==> config.mk <==
export PLATFORM = sky130hd
export DESIGN_NAME = inst_fetch_buf
export DESIGN_NICKNAME = d
export VERILOG_FILES = /design/src/rtl/inst_fetch_buf.sv
export SDC_FILE = /design/constraint.sdc
export NUM_CORES = 1
export LEC_CHECK = 0
export BUFFER_PORTS_ARGS = -buffer_cell sky130_fd_sc_hd__buf_2
export CAP_MARGIN = 20
export CORE_MARGIN = 3
export CORE_UTILIZATION = 50
export DETAILED_ROUTE_END_ITERATION = 10
export PLACE_DENSITY = 0.72
export SYNTH_ARGS = -nofsm -noshare
export SYNTH_HDL_FRONTEND = slang
export SYNTH_SLANG_ARGS = --single-unit
==> constraint.sdc <==
create_clock -name clk -period 8.3 [get_ports clk]
set_clock_uncertainty 0.15 [all_clocks]
set_input_delay 1.66 -clock clk [delete_from_list [all_inputs] [get_ports clk]]
set_output_delay 1.66 -clock clk [all_outputs]
set_load 0.005 [all_outputs]
==> src/rtl/inst_fetch_buf.sv <==
// Instruction fetch buffer: issues one ROM read at a time and queues the
// returned {pc, inst} pairs in a small FIFO for decode, with branch flush.
module inst_fetch_buf #(
    parameter int DEPTH = 4,
    parameter int AW    = 32,
    parameter int DW    = 32
) (
    input  logic          clk,
    input  logic          rst,
    input  logic [AW-1:0] pc,
    input  logic          ce,
    output logic          fetch_stall,
    output logic          rom_req,
    output logic [AW-1:0] rom_addr,
    input  logic          rom_ack,
    input  logic [DW-1:0] rom_data,
    input  logic          flush,
    output logic          id_valid,
    input  logic          id_ready,
    output logic [AW-1:0] id_pc,
    output logic [DW-1:0] id_inst
);
    localparam int PW = $clog2(DEPTH);
    localparam int CW = PW + 1;

    typedef enum logic [1:0] {S_IDLE, S_WAIT, S_DROP} state_t;

    state_t          r_state;
    state_t          w_next;
    logic            r_req;
    logic [AW-1:0]   r_addr;
    logic [PW-1:0]   r_rd_ptr;
    logic [PW-1:0]   r_wr_ptr;
    logic [CW-1:0]   r_count;
    logic [AW-1:0]   r_mem_pc   [DEPTH];
    logic [DW-1:0]   r_mem_inst [DEPTH];

    logic w_can_issue;
    logic w_issue;
    logic w_push;
    logic w_pop;

    // Only one fetch outstanding, so checking count at issue reserves its slot.
    assign w_can_issue = (r_state == S_IDLE) && (r_count < CW'(DEPTH)) && !flush;
    assign w_issue     = ce && w_can_issue;
    assign w_push      = (r_state == S_WAIT) && rom_ack && !flush;
    assign w_pop       = (r_count != '0) && id_ready && !flush;

    always_ff @(posedge clk) begin
        if (rst) r_state <= S_IDLE;
        else     r_state <= w_next;
    end

    always_comb begin
        w_next = r_state;
        case (r_state)
            S_IDLE: if (w_issue) w_next = S_WAIT;
            S_WAIT: begin
                if (rom_ack)    w_next = S_IDLE;
                else if (flush) w_next = S_DROP;
            end
            S_DROP: if (rom_ack) w_next = S_IDLE;
            default: w_next = S_IDLE;
        endcase
    end

    always_comb begin
        fetch_stall = ce && !w_can_issue;
        id_valid    = (r_count != '0);
        id_pc       = id_valid ? r_mem_pc[r_rd_ptr]   : '0;
        id_inst     = id_valid ? r_mem_inst[r_rd_ptr] : '0;
    end

    // The request is never withdrawn before its ack, even across a flush.
    always_ff @(posedge clk) begin
        if (rst) begin
            r_req  <= 1'b0;
            r_addr <= '0;
        end else if (w_issue) begin
            r_req  <= 1'b1;
            r_addr <= pc;
        end else if (r_state != S_IDLE && rom_ack) begin
            r_req  <= 1'b0;
        end
    end

    assign rom_req  = r_req;
    assign rom_addr = r_addr;

    always_ff @(posedge clk) begin
        if (rst || flush) begin
            r_rd_ptr <= '0;
            r_wr_ptr <= '0;
            r_count  <= '0;
        end else begin
            if (w_push) r_wr_ptr <= r_wr_ptr + 1'b1;
            if (w_pop)  r_rd_ptr <= r_rd_ptr + 1'b1;
            case ({w_push, w_pop})
                2'b10:   r_count <= r_count + 1'b1;
                2'b01:   r_count <= r_count - 1'b1;
                default: r_count <= r_count;
            endcase
        end
    end

    always_ff @(posedge clk) begin
        if (w_push && !rst) begin
            r_mem_pc[r_wr_ptr]   <= r_addr;
            r_mem_inst[r_wr_ptr] <= rom_data;
        end
    end
endmodule

==> key figures, run 1 <==
Status
  • Status: finished clean

Routing
  • Drt first pass iters: 4
  • Initial drt markers: slightly above 400
  • # DRC: 0
  • Vias/cell: 5.46
  • Vias: slightly above 6000
  • Antenna-violating nets left: 0
  • Final wirelength: 22.7 mm
  • Wire length per cell: 20.4 um

Finish
  • Multi-input logic area: around 3000 um^2
  • Storage cell area: 8580 um^2
  • Post-Layout Cell Count: ~1100
  • Fill cells: around 1700
  • # nets final: 856
  • Design area: around 14000 um^2
  • Share of cells above drive strength 1: 0.318
  • Diodes inserted: 0
  • P&R area growth vs syn: 16.6%

Pwr
  • Part of the power in registers: 0.550
  • Tot Pwr: approximately 0.003 W
  • Combinational Power Share: 0.024
  • Internal power: between 0.002 and 0.0025 W
  • Psw: 0.000576 W
  • PwrDens: 219 nW/um^2
  • Clk pwr share: 0.426
  • Sw frac: 0.191
  • Maximum VDD drop: 0.138 mV
  • Leakage: 4.87 nW

Synthesis
  • Fraction of registers with async set or reset after synthesis: 0
  • Synthesized Nets: about 700
  • Post-synth top cells: 256 x edfxtp_1, 69 x and2_1, 44 x dfxtp_1
  • Synth warn: 0
  • Synthesized area: about 12000 um^2
  • Yosys top cell by area: edfxtp_1
  • Synth top area cells: edfxtp_1 65%, dfxtp_1 7.5%, mux4_1 7.1%, mux4_2 6.1%, and2_1 3.7%
  • Cell with the most instances after synthesis: edfxtp_1
  • Register area share after synthesis: 0.725
  • Average instance area after synthesis: 19.2 um^2
  • Distinct cells, synth: 34
  • Seq cells post-synth: 300
  • Post-Synthesis Cells: ~620
  • Number of synthesized flops with an enable pin: approximately 260
  • Top FF cell, synth: edfxtp_1
  • Area share of the leading cell type in the synthesized netlist: 0.650

Floorplanning
  • Core Box Area: around 23000 um^2
  • Die H: 160 um
  • # rows: 55
  • # IOs: 169
  • Die ar.: 25500 um^2
  • Die width: about 160 um
  • Initial Util: 0.516

Critical path
  • WP data arrival: 2.89 ns
  • CP startpoint kind: flip-flop
  • Critical path capture point type: output pin
  • CP Data Required Time: 6.49 ns
  • CP max FO: 34
  • Crit path kind: reg -> out

Clock network
  • Post-CTS Setup Inserts: 0
  • Reg clk slew, reported paths: 0.06 ns
  • CTS tree: yes
  • Clock Tree Root: clkbuf_16
  • Clock sinks: 300
  • Clk_lat worst skew: 0.53 ns
  • Post-CTS Resized: 0
  • Clock buffer depth: 3
  • H-tree depth: 1
  • CTS Buf Count: 30
  • # hold bufs at CTS: 0

Global route
  • Number of global-route vias before repair: 6533
  • Largest net degree at the start of global routing: 70
  • Gr usage total: 0.178
  • Total grt overflow: 0
  • Initial antenna violation count: 1
  • First-pass GRT wire length: 36.1 mm

Run
  • Max Cap Viol: 0

Timing
  • Total Neg Setup Slack: 0 ns
  • Tmin final: 4.70 ns
  • Tcrit/Tclk final: 0.566
  • Slew margin rel.: 0.315
  • Measured slew at the worst slew-check pin: 1.03 ns
  • Setup Viol. Count Final: 0
  • RSZ-0062 raised after global routing: false
  • Fmax: 213 MHz
  • Final Hold Fails: 0
  • Max-slew violations: 0

Placed design
  • Placed cell areas: 12800 um^2
  • PortBufs: 168
  • HPWL after DPL: 13.1 mm
  • Gpl congestion: between 0.7 and 0.8
  • Placed insts: 1060

Hold path
  • HP Class: reg -> reg
==> cell families after synthesis <==
group                    Yosys count  share of synthesized area
flip-flops                       300                      0.725
AND/OR/NAND/NOR                  155                     0.0881
multiplexers                      66                      0.134
buffers and inverters             44                     0.0249
AO/OA/AOI/OAI                     40                     0.0175
adder cells (fa/ha/maj)            6                    0.00699
XOR/XNOR                           5                    0.00371
==> area by class of cell <==
class / count / area share
Clock buffer: 42 / 0.0607
Multi-Input combinational cell: 272 / 0.215
Sequential cell: 300 / 0.622
Timing Repair Buffer: 171 / 0.0636
Tap cell: 313 / 0.0284
Inverter: 5 / 0.00136
Clock inverter: 13 / 0.00817
==> through the flow <==
step	setup WS, ns	hold slack [ns]	util
5_1_grt	3.38	0.336	0.601
3_3_place_gp	4.03	0.298	0.559
4_1_cts	3.49	0.312	0.600
6_report	3.60	0.317	0.601
3_5_place_dp	4.03	0.302	0.559
2_1_floorplan	4.17	0.303	-
==> flip-flops by register name, indices dropped and copies added, names as in the netlist, named ones only <==
signal      flops
r_wr_ptr        2
r_count         3
rom_req         1
r_mem_inst    128
rom_addr       32
r_mem_pc      128
r_rd_ptr        2
r_state         2
==> layer usage <==
layer	wire length, um	global-route usage
met4	542	0.0489
met1	9840	0.242
met2	11000	0.296
met5	13	0
met3	1300	0.0389
==> worst paths after layout <==
| kind | start | to | slack, ns | cells after the start |
|---|---|---|---|---|
| max | flip-flop | id_inst[9] | 3.60 | 4 |
| min | rom_req | rom_req | 0.32 | 2 |
| max reg2reg | r_count[2] | rom_addr[7] | 5.76 | 4 |
| min reg2reg | rom_req | rom_req | 0.32 | 2 |
==> worst max-delay path, cell delays in order (launching register included) <==
cell and delay (ns):
dfxtp_4 0.75, buf_4 0.63, mux4_1 0.63, and2_1 0.19, buf_2 0.13
==> power by group through the flow <==
stage / clock network (W) / registers, W / logic [W]
after floorplan: 0 / 0.00169 / 0.0000305
after global placement: 0 / 0.00169 / 0.0000672
after detailed placement: 0 / 0.00169 / 0.0000710
after CTS: 0.00131 / 0.00166 / 0.0000713
after global routing: 0.00137 / 0.00166 / 0.0000780
final: 0.00128 / 0.00166 / 0.0000709
==> placed cells by master, fill, tap and decap left out, types with 2 or more instances in the layout <==
master | netlist | layout
inv_1 | 5 | 5
mux4_2 | 32 | 32
nand2b_1 | 32 | 32
a21oi_1 | 4 | 4
clkbuf_8 | 0 | 2
clkbuf_1 | 21 | 9
dfxtp_1 | 44 | 42
ha_1 | 5 | 5
dfxtp_4 | 0 | 2
clkbuf_16 | 0 | 31
buf_2 | 7 | 168
o21ai_0 | 30 | 30
and2_4 | 0 | 4
bufinv_16 | 0 | 2
o21ai_1 | 4 | 4
mux4_1 | 32 | 32
xor2_1 | 4 | 4
nand4b_1 | 32 | 32
nand2_1 | 3 | 3
nor2_1 | 10 | 10
edfxtp_1 | 256 | 256
clkinv_2 | 0 | 5
and2_1 | 69 | 65
clkinv_1 | 0 | 5
buf_4 | 4 | 2
Power figures use the tool's default switching activity.
==> run 2: changes to the inputs <==
--- a/config.mk
+++ b/config.mk
@@ -10,7 +10,7 @@
 export CORE_MARGIN = 3
 export CORE_UTILIZATION = 50
 export DETAILED_ROUTE_END_ITERATION = 10
-export PLACE_DENSITY = 0.72
+export PLACE_DENSITY = 0.75
 export SYNTH_ARGS = -nofsm -noshare
 export SYNTH_HDL_FRONTEND = slang
 export SYNTH_SLANG_ARGS = --single-unit
==> constraint.sdc (replaced) <==
create_clock -name clk -period 4.2 [get_ports clk]
set_clock_uncertainty 0.15 [all_clocks]
set_input_delay 0.84 -clock clk [delete_from_list [all_inputs] [get_ports clk]]
set_output_delay 0.84 -clock clk [all_outputs]
set_load 0.005 [all_outputs]
==> key figures, run 2 (synthesis gave the netlist of run 1 again) <==
Clock network
  • CTS Buf Count: 29
  • # hold bufs at CTS: 0
  • Clk_lat worst skew: 0.54 ns
  • H-tree depth: 1
  • Post-CTS Resized: 0
  • Post-CTS Setup Inserts: 0
  • Clock buffer depth: 3
  • Reg clk slew, reported paths: 0.06 ns
  • CTS tree: yes
  • Clock sinks: 300
  • Clock Tree Root: clkbuf_16

Hold path
  • Hold path start: rom_req
  • Hold Path End: rom_req
  • Hold path depth: 2
  • HP Class: reg -> reg

Global route
  • Total grt overflow: 0
  • Initial antenna violation count: 0
  • First-pass GRT wire length: approximately 36 mm
  • Largest net degree at the start of global routing: 69
  • Gr usage total: 0.180
  • Number of global-route vias before repair: 6482

Finish
  • Share of cells above drive strength 1: 0.329
  • Diodes inserted: 0
  • P&R area growth vs syn: 17.7%
  • # nets final: between 800 and 900
  • Design area: approximately 14000 um^2
  • Most frequent cells in the layout: 256 x edfxtp_1, 168 x buf_2, 65 x and2_1, 42 x dfxtp_1
  • Commonest non-fill, non-tap cell in the layout: edfxtp_1
  • Fill cells: 1675
  • Post-Layout Cell Count: about 1100

Timing
  • Tmin final: 3.52 ns
  • Measured slew at the worst slew-check pin: between 1 and 1.5 ns
  • Worst setup margin: 0.683 ns
  • RSZ-0062 raised after global routing: false
  • Tcrit/Tclk final: 0.837
  • Total Neg Setup Slack: 0 ns
  • Fmax: ~280 MHz
  • Final Hold Fails: 0
  • Slew margin rel.: 0.327
  • Max-slew violations: 0
  • Setup Viol. Count Final: 0

Floorplanning
  • Die ar.: 25500 um^2
  • # rows: 55
  • Initial Util: 0.516
  • # IOs: approximately 170
  • Die width: 160 um
  • Core Box Area: 22900 um^2
  • Die H: 160 um

Routing
  • Vias: 6223
  • Antenna-violating nets left: 0
  • Final wirelength: 23.3 mm
  • Drt first pass iters: 4
  • Vias/cell: 5.55
  • Wire length per cell: 20.7 um
  • # DRC: 0
  • Initial drt markers: 484

Critical path
  • CP Data Required Time: 3.21 ns
  • Critical path buffer and inverter count: 2
  • Critical path capture point type: output pin
  • CP max FO: 25
  • Worst R2R Setup Slack: roughly 1.7 ns
  • Critical path's slowest cell: dfxtp_4
  • Crit-path leading delay family: flip-flops
  • WP data arrival: between 2 and 3 ns
  • Worst R2R Path Depth: 3
  • RR Endpoint: rom_addr[3]
  • Crit path kind: reg -> out
  • Crit path cell chain: buf_4, mux4_1, and2_1, buf_2
  • CP startpoint kind: flip-flop
  • Max stage delay on crit path: 0.67 ns
  • Worst r2r src: r_count[2]

Status
  • Status: finished clean

Placed design
  • Worst slack at placement: 1.20 ns
  • PortBufs: 168
  • Placed cell areas: 12900 um^2
  • Gpl congestion: 0.767
  • Placed insts: about 1100
  • HPWL after DPL: 14.2 mm

Pwr
  • Maximum VDD drop: 0.246 mV
  • PwrDens: 428 nW/um^2
  • Leakage: 4.93 nW

Run
  • Max Cap Viol: 0
==> run 2: cell count changes in the layout (fill, tap and decap cells not counted), moves of 2 or more <==
cell / before / now
buf_12: 1 / 6
clkinv_2: 5 / 2
clkinv_1: 5 / 1
buf_4: 2 / 4
clkbuf_8: 2 / 8
==> run 2: per-layer routing <==
layer  GRT usage  vias up  part of all wire
met5           0        -                 0
met1       0.251     3142              0.43
li1            -     2796                 -
met3      0.0384       38             0.072
met4      0.0414        0             0.015
met2       0.296      247              0.49
==> run 2: how the worst max path moves through the flow <==
stage | to | from | depth (start not counted)
floorplan | r_mem_inst[0][0] | flush | 3
global placement | id_pc[11] | flip-flop | 4
detailed placement | id_pc[2] | flip-flop | 4
CTS | id_pc[11] | flip-flop | 4
global route | id_pc[6] | flip-flop | 4
finish | id_pc[11] | flip-flop | 4
==> run 2: metrics by stage <==
stage                     utilization  total power (W)  hold WS, ns
after global routing            0.607          0.00616        0.334
final                           0.607          0.00596        0.331
after detailed placement        0.564          0.00348        0.314
after CTS                       0.606          0.00601        0.331
after global placement          0.564          0.00347        0.298
after floorplan                     -          0.00339        0.303
==> run 2: final cells by class <==
| type | instances | area, um^2 | area share |
|---|---|---|---|
| Clock buffer | 46 | 891 | 0.0640 |
| Clock inverter | 8 | 75.1 | 0.00540 |
| Inverter | 5 | 18.8 | 0.00135 |
| Multi-Input combinational cell | 272 | 2970 | 0.213 |
| Sequential cell | 300 | 8580 | 0.616 |
| Tap cell | 313 | 392 | 0.0282 |
| Timing Repair Buffer | 178 | 991 | 0.0712 |
==> run 2: worst reg2reg max path: cells and delay by family (launching register included) <==
kind / cells / cell delay [ns]
compound gates: 1 / 0.26
flops: 1 / 0.38
simple gates: 2 / 1.53
==> run 2: where the power goes <==
group,internal [W],total (W),switching [W]
combinational,0.0000643,0.000141,0.0000768
clock,0.00151,0.00255,0.00103
sequential,0.00325,0.00327,0.0000286
total,0.00482,0.00596,0.00114
